`config.mk`:
```
export PLATFORM = sky130hd
export DESIGN_NAME = serial_word_capture
export DESIGN_NICKNAME = d
export VERILOG_FILES = /design/src/rtl/serial_pkg.sv /design/src/rtl/serial_bit_counter.sv /design/src/rtl/serial_word_capture.sv
export SDC_FILE = /design/constraint.sdc
export NUM_CORES = 1
export LEC_CHECK = 0
export CORE_AREA = 2 2 39 41
export DETAILED_ROUTE_END_ITERATION = 6
export DIE_AREA = 0 0 41 43
export DONT_BUFFER_PORTS = 1
export PLACE_DENSITY = 0.75
export SETUP_SLACK_MARGIN = 0.3
export SLEW_MARGIN = 20
export SYNTH_ARGS = -nofsm -noshare
export SYNTH_HDL_FRONTEND = slang
export SYNTH_SLANG_ARGS = --single-unit
```
`constraint.sdc`:
```
create_clock -name clock -period 1.51 [get_ports clock]
set_clock_uncertainty 0.1 [all_clocks]
set_input_delay 0.151 -clock clock [delete_from_list [all_inputs] [get_ports clock]]
set_output_delay 0.151 -clock clock [all_outputs]
set_load 0.01 [all_outputs]
```
`src/rtl/serial_pkg.sv`:
```
// Shared definitions for the serial datapath: FSM encodings and the default frame width.
package serial_pkg;

  typedef enum logic [1:0] {
    ST_IDLE   = 2'd0,
    ST_SHIFT  = 2'd1,
    ST_PARITY = 2'd2
  } serial_state_t;

  localparam int DEF_WIDTH = 5;
  localparam int DEF_CNT_W = 4;

endpackage

```
`src/rtl/serial_bit_counter.sv`:
```
// Data-bit counter for one frame: clear dominates increment, tc flags the last data bit.
module serial_bit_counter #(
  parameter int WIDTH = serial_pkg::DEF_WIDTH,
  parameter int CNT_W = serial_pkg::DEF_CNT_W
) (
  input  logic clock,
  input  logic reset_n,
  input  logic clr,
  input  logic inc,
  output logic tc
);

  logic [CNT_W-1:0] count;

  always_ff @(posedge clock or negedge reset_n) begin
    if (!reset_n)  count <= '0;
    else if (clr)  count <= '0;
    else if (inc)  count <= count + 1'b1;
  end

  assign tc = (count == CNT_W'(WIDTH - 1));

endmodule

```
`src/rtl/serial_word_capture.sv`:
```
// Start-bit framed LSB-first serial-to-parallel capture with a one-cycle valid strobe.
// Define SERIAL_CAPTURE_PARITY_EN to add a trailing even-parity bit and parity_err strobe.
module serial_word_capture
  import serial_pkg::*;
#(
  parameter int WIDTH = DEF_WIDTH,
  parameter int CNT_W = DEF_CNT_W
) (
  input  logic             clock,
  input  logic             reset_n,
  input  logic             enable,
  input  logic             serial_in,
  output logic [WIDTH-1:0] data_out,
  output logic             valid,
  output logic             busy,
  output logic             parity_err
);

  serial_state_t    state;
  logic [WIDTH-1:0] shreg;
  logic [WIDTH-1:0] shreg_nxt;
  logic             tc;
  logic             cnt_clr;
  logic             cnt_inc;

  assign shreg_nxt = {serial_in, shreg[WIDTH-1:1]};

  // Counter only runs while shifting; any other state (or abort) pins it at zero.
  assign cnt_inc = enable && (state == ST_SHIFT);
  assign cnt_clr = !cnt_inc || tc;

  serial_bit_counter #(.WIDTH(WIDTH), .CNT_W(CNT_W)) u_cnt (
    .clock   (clock),
    .reset_n (reset_n),
    .clr     (cnt_clr),
    .inc     (cnt_inc),
    .tc      (tc)
  );

`ifdef SERIAL_CAPTURE_PARITY_EN
  logic perr;
  assign parity_err = perr;
`else
  assign parity_err = 1'b0;
`endif

  always_ff @(posedge clock or negedge reset_n) begin
    if (!reset_n) begin
      state    <= ST_IDLE;
      shreg    <= '0;
      data_out <= '0;
      valid    <= 1'b0;
      busy     <= 1'b0;
`ifdef SERIAL_CAPTURE_PARITY_EN
      perr     <= 1'b0;
`endif
    end else begin
      valid <= 1'b0;
`ifdef SERIAL_CAPTURE_PARITY_EN
      perr  <= 1'b0;
`endif
      if (!enable) begin
        state <= ST_IDLE;
        busy  <= 1'b0;
      end else begin
        case (state)
          ST_IDLE: begin
            if (serial_in) begin
              state <= ST_SHIFT;
              busy  <= 1'b1;
            end
          end
          ST_SHIFT: begin
            shreg <= shreg_nxt;
            if (tc) begin
`ifdef SERIAL_CAPTURE_PARITY_EN
              state    <= ST_PARITY;
`else
              data_out <= shreg_nxt;
              valid    <= 1'b1;
              state    <= ST_IDLE;
              busy     <= 1'b0;
`endif
            end
          end
`ifdef SERIAL_CAPTURE_PARITY_EN
          ST_PARITY: begin
            // Word is delivered even on a parity error; the strobe just flags it.
            data_out <= shreg;
            valid    <= 1'b1;
            perr     <= (^shreg) ^ serial_in;
            state    <= ST_IDLE;
            busy     <= 1'b0;
          end
`endif
          default: begin
            state <= ST_IDLE;
            busy  <= 1'b0;
          end
        endcase
      end
    end
  end

endmodule
```
==> impl_metrics.tcl, run 1 <==
set metrics [dict create \
    status "complete, no violations" \
    yosysWarnings 0 \
    dpl_worst_slack_ns 0.0748 \
    mostFrequentLayoutCell "dfrtp_1" \
    crit_type "flip-flop to flip-flop" \
    fmax_mhz 720 \
    synth_sequential_area_ratio 0.586 \
    post_synth.cell_area_avg_um2 14.6 \
    maximum_number_of_pins_on_one_net_before_global_route_repair 16 \
    critPathArrivalTime_ns 1.45 \
    final_layout_size_suffix_gt1_frac 0.407 \
    detailroute.via_count 345 \
    rsz_0062_raised_after_global_routing "yes" \
    timing_worst_slew_pin_value_ns 0.639 \
    total_leakage_power_nw 0.374 \
    avgViaCountPerCell 4.93 \
    effective_utilization_at_floorplan 0.463 \
    setup.worst_path.start_class "flip-flop" \
    hold_violations 0 \
    cts-buffers-inserted 3 \
    core_area_um2 1380 \
    cp-end-kind "flip-flop" \
    crit_path_max_fanout 6 \
    setup_total_negative_slack_ns 0 \
    postSynthNetCount 50 \
    drt_drc_violations_left 0 \
    max-cap-violations 0 \
    syn_inst 44 \
    worstHoldPathType "input port to flip-flop" \
    insertedDiodeCount 0 \
    gr-usage-met1 0.163 \
    critPathRequiredTime_ns 1.57 \
    area_growth_pct 17.4 \
    design.portCount 12 \
    clockBufferDepth 2 \
    synth.cell_area_um2 641 \
    drt_wl_total_um 874 \
    initial_antenna_violation_count 0 \
    layout_setup_ws_ns 0.122 \
    grt_overflow_total 0 \
    grt_busiest_layer "met2" \
    dpl.hpwl_um 620 \
    chipHeight_um 43 \
    drt-initial-drc-count 2 \
    report.power.total_mw 0.808 \
    maxSlewHeadroom 0.572 \
    ctsRootBufferMaster "clkbuf_4" \
    cts_tree "yes" \
    grt_use_met2 0.209 \
    post-route-period-util 0.919 \
    clock_insertion_delay_worst_skew_ns 0.27 \
    grt_pass1_wl_mm 1.52 \
    setup_viol 0 \
    fin_util 0.543 \
    io_buffers 0 \
    die-area_um2 1760 \
    drt_pass1_iterations 2 \
    htreeDepth 1 \
    layout.nets 61 \
    ant_nets 0 \
    first_global_vias 375 \
    layout.cells.most_common_list "dfrtp_1 (15), mux2_4 (5), mux2_2 (4), nor2_1 (4), buf_4 (4)" \
    synth.ff_latch_count 15 \
    numClockSinks 15 \
    power.density_nw_per_um2 1070 \
    timing.final.max_slew_violations 0 \
    floorplan.rows 14 \
    last_weighted_congestion_value_of_the_routability_driven_placer 0.686 \
    final.min_clock_period_ns 1.39 \
    total_routing_usage_reported_by_global_routing 0.135 \
    global_route.usage.met3 0.0157 \
    die_x_um 41 \
    cts.clk_slew.worst_paths_ns 0.08 \
    max-vdd-ir-drop_mv 0.660 \
    routedWlPerCell_um 12.5 \
    yosysUniqueCellTypes 16 \
]
==> power breakdown <==
group / switching, mW / internal, mW / leakage [nW]
logic: 0.0425 / 0.0620 / 0.159
registers: 0.0335 / 0.455 / 0.200
clock network: 0.113 / 0.102 / 0.0150
total: 0.189 / 0.619 / 0.374
==> state kept, by name, indices dropped and copies added, names as in the netlist <==
name / count
u_cnt.count: 4
data_out: 5
busy: 1
valid: 1
shreg: 4
==> final cells by class <==
class | instances | area, um2
Clock buffer | 4 | 26.3
Fill cell | 113 | 632
Inverter | 3 | 11.3
Multi-Input combinational cell | 25 | 259
Sequential cell | 15 | 375
Tap cell | 16 | 20.0
Timing Repair Buffer | 7 | 60.1
==> what timing repair did <==
item                                    in CTS  in global routing
buffers inserted                             2                  0
resized for setup                            0                  3
endpoints found under the hold margin       20                  0
endpoints found under the setup margin       9                 10
hold buffers                                 3                  0
cloned                                       0                  0
pin swaps                                    0                  0
==> stage by stage <==
step	hold slack (ns)	std cells	area (um2)
after global placement	-0.244	61	671
final	0.0560	70	752
after CTS	0.0481	70	742
after global routing	0.0522	70	752
after detailed placement	-0.244	61	671
after floorplan	-0.245	44	643
==> kinds of logic (layout without fill, tap and decap cells) <==
family	count (synthesis)	count (layout)	share of synthesized area
mux	9	9	0.187
fa+ha+maj	2	2	0.0391
compound gates	1	1	0.00781
flops	15	15	0.586
other cells	1	1	0.00585
buf+inv	4	14	0.0293
simple gates	10	10	0.117
xor+xnor	2	2	0.0273
==> cells in the mapped netlist <==
cell type | number | share of area
conb_1 | 1 | 0.0059
dfrtp_1 | 15 | 0.59
mux2_2 | 4 | 0.070
inv_1 | 3 | 0.018
mux2_4 | 5 | 0.12
nor2_8 | 1 | 0.031
o21ai_0 | 1 | 0.0078
nor2_1 | 4 | 0.023
xor2_1 | 1 | 0.014
nand3_1 | 2 | 0.016
nand3b_4 | 1 | 0.031
nand2_2 | 1 | 0.0098
buf_4 | 1 | 0.012
xnor2_1 | 1 | 0.014
ha_1 | 2 | 0.039
nand2_1 | 1 | 0.0059
==> critical path, cell delays in order (launching register included) <==
cell and delay, ns:
dfrtp_1 0.39, inv_2 0.07, ha_4 0.13, nand3b_4 0.10, nor2_8 0.17, mux2_4 0.31
==> final timing paths <==
path	slack, ns	to	start	depth (start not counted)
setup reg to reg	0.12	data_out[1]	u_cnt.count[0]	5
hold reg to reg	0.42	data_out[0]	shreg[1]	1
hold / removal	0.06	valid	enable	2
setup / recovery	0.12	data_out[1]	u_cnt.count[0]	5
max in group asynchronous	0.66	u_cnt.count[3]	reset_n	1
min in group asynchronous	0.24	data_out[1]	reset_n	1
==> layer usage <==
metal,up-vias,part of all wire
li1,163,-
met4,0,0
met1,177,0.42
met5,-,0
met2,5,0.56
met3,0,0.023
No activity file was read; power rests on OpenSTA's default activity.
==> run 2: changes to the inputs <==
--- a/config.mk
+++ b/config.mk
@@ -6,10 +6,11 @@
 export NUM_CORES = 1
 export LEC_CHECK = 0
 export CORE_AREA = 2 2 39 41
+export CTS_BUF_LIST = sky130_fd_sc_hd__clkbuf_8
 export DETAILED_ROUTE_END_ITERATION = 6
 export DIE_AREA = 0 0 41 43
 export DONT_BUFFER_PORTS = 1
-export PLACE_DENSITY = 0.75
+export PLACE_DENSITY = 0.73
 export SETUP_SLACK_MARGIN = 0.3
 export SLEW_MARGIN = 20
 export SYNTH_ARGS = -nofsm -noshare
==> constraint.sdc (replaced) <==
create_clock -name clock -period 1.4 [get_ports clock]
set_clock_uncertainty 0.1 [all_clocks]
set_input_delay 0.14 -clock clock [delete_from_list [all_inputs] [get_ports clock]]
set_output_delay 0.14 -clock clock [all_outputs]
set_load 0.01 [all_outputs]
==> run 2 against run 1 <==
- the flow now finishes with violations (hold timing)
- combinational power grew 9.6%
- utilization grew 4.8 points
- total power grew 22%
- die area is the same
- sequential share of layout area shrank 3.9 points
- wire length grew 16%
- worst hold slack lost 0.18 ns
- sequential power grew 9.6%
- non-clock buffer count grew 3
- clock power grew 58%
- maximum frequency is essentially flat
- via count shrank 0.58%
- critical endpoint is now data_out[2]
- largest cell class unchanged
- largest power group unchanged
==> impl_metrics.tcl, run 2 (synthesized netlist as in run 1, its figures left out) <==
set metrics [dict create \
    post-route-cell-area_um2 818 \
    critPathBufInv 1 \
    chipHeight_um 43 \
    fillers 96 \
    status "finished with violations" \
    die-area_um2 1760 \
    final_layout_size_suffix_gt1_frac 0.491 \
    timing.reg2reg.worst_path_depth 5 \
    violations "hold timing" \
    hold_violations 15 \
    initial_antenna_violation_count 0 \
    grt_use_met2 0.213 \
    final.min_clock_period_ns 1.39 \
    grt_busiest_layer "met2" \
    ant_nets 0 \
    dpl.hpwl_um 677 \
    routedWlPerCell_um 13.9 \
    drt-initial-drc-count 1 \
    timing_worst_slew_pin_value_ns 0.645 \
    core_area_um2 1380 \
    reg2reg_from "u_cnt.count[0]" \
    total_leakage_power_nw 0.415 \
    maxSlewHeadroom 0.570 \
    setup_total_negative_slack_ns 0 \
    report.power.total_mw 0.989 \
    regToRegEndpoint "data_out[2]" \
    htreeDepth 1 \
    crit_path_max_fanout 6 \
    reg2reg_slack_ns 0.01 \
    grt_overflow_total 0 \
    cts.clk_slew.worst_paths_ns 0.06 \
    post_route_hold_slack_ns -0.121 \
    grt_pass1_wl_mm 1.66 \
    drt_wl_total_mm 1.02 \
    max-vdd-ir-drop_mv 0.769 \
    dpl_worst_slack_ns -0.0391 \
    effective_utilization_at_floorplan 0.463 \
    floorplan.rows 14 \
    max-cap-violations 0 \
    numClockSinks 15 \
    largest-register "data_out" \
    clockBufferDepth 2 \
    cells_along_the_critical_path "inv_2 -> ha_4 -> nand3b_4 -> nor2_8 -> mux2_4" \
    cp-end-kind "flip-flop" \
    area_growth_pct 27.7 \
    global_route.usage.met3 0.0366 \
    rsz_0062_raised_after_global_routing "yes" \
    layout.cells.most_common_list "dfrtp_1 (14), buf_4 (7), mux2_4 (5)" \
    cts_tree "yes" \
    mostFrequentLayoutCell "dfrtp_1" \
    drt_drc_violations_left 0 \
    layout.nets 64 \
    drt_pass1_iterations 2 \
    largest_reg_flops 5 \
    setup.worst_path.start_class "flip-flop" \
    cts-hold-fix-buffers 3 \
    seq_area_um2 377 \
    avgViaCountPerCell 4.70 \
    placement.cell_area_um2 684 \
    last_weighted_congestion_value_of_the_routability_driven_placer 0.632 \
    insertedDiodeCount 0 \
    post-route-period-util 0.991 \
    timing.critical_path.slowest_cell_delay_ns 0.39 \
    detailroute.via_count 343 \
    io_buffers 0 \
    timing.final.max_slew_violations 0 \
    first_global_vias 366 \
    crit_type "flip-flop to flip-flop" \
    worstHoldPathType "input port to async pin" \
    maximum_number_of_pins_on_one_net_before_global_route_repair 16 \
    layout_setup_ws_ns 0.0124 \
    place_inst 62 \
    ctsRootBufferMaster "clkbuf_8" \
    gr-usage-met1 0.192 \
    total_area_of_multi_input_combinational_cells_um2 280 \
    reg.largest.list "data_out (5), shreg (4), u_cnt.count (4)" \
    clock_insertion_delay_worst_skew_ns 0.25 \
    cts-buffers-inserted 3 \
    design.portCount 12 \
    crit_slowest_cell "dfrtp_1" \
    total_routing_usage_reported_by_global_routing 0.152 \
    fmax_mhz 721 \
    power.density_nw_per_um2 1210 \
    critPathArrivalTime_ns 1.42 \
    critPathRequiredTime_ns 1.43 \
    die_x_um 41 \
    crit_family "flip-flops" \
    setup_viol 0 \
    post_layout_nonfiller_instances 73 \
]
-- run 2: cell type report --
| class | count | share of cell area |
|---|---|---|
| clock buffer | 3 | 0.0505 |
| clock inverter | 1 | 0.00459 |
| inverter | 3 | 0.0138 |
| multi-input combinational | 25 | 0.343 |
| sequential | 15 | 0.460 |
| tap | 16 | 0.0245 |
| timing repair buffer | 10 | 0.104 |
-- run 2: where the power goes --
group          total, mW  switching, mW  internal [mW]
registers          0.535         0.0428          0.492
logic              0.114         0.0445         0.0694
clock network      0.340          0.146          0.194
-- run 2: repair_timing --
| action | CTS | global route |
|---|---|---|
| setup buffers | 2 | 2 |
| setup endpoints to repair | 15 | 16 |
| gates resized for setup | 5 | 3 |
| pin swaps | 3 | 2 |
| endpoints found under the hold margin | 22 | 15 |
-- run 2: through the flow --
stage	hold slack [ns]	util
finish	-0.121	0.591
global route	-0.0431	0.591
CTS	0.0798	0.576
detailed placement	-0.255	0.495
global placement	-0.255	0.495
floorplan	-0.256	-
-- run 2: how the worst max path moves through the flow --
| stage | startpoint | slack [ns] | cells past startpoint | to |
|---|---|---|---|---|
| after floorplan | u_cnt.count[0] | 0.004 | 5 | data_out[0] |
| after global placement | u_cnt.count[0] | -0.009 | 5 | data_out[3] |
| final | u_cnt.count[0] | 0.01 | 5 | data_out[2] |
| after global routing | u_cnt.count[0] | -0.05 | 5 | data_out[3] |
| after CTS | u_cnt.count[0] | -0.02 | 5 | data_out[3] |
| after detailed placement | u_cnt.count[0] | -0.04 | 5 | data_out[4] |
-- run 2: per-layer routing --
metal / vias to the layer above / wire (um)
met3: 4 / 25
met2: 5 / 539
met5: - / 0
met4: 0 / 21
met1: 165 / 430
li1: 169 / -
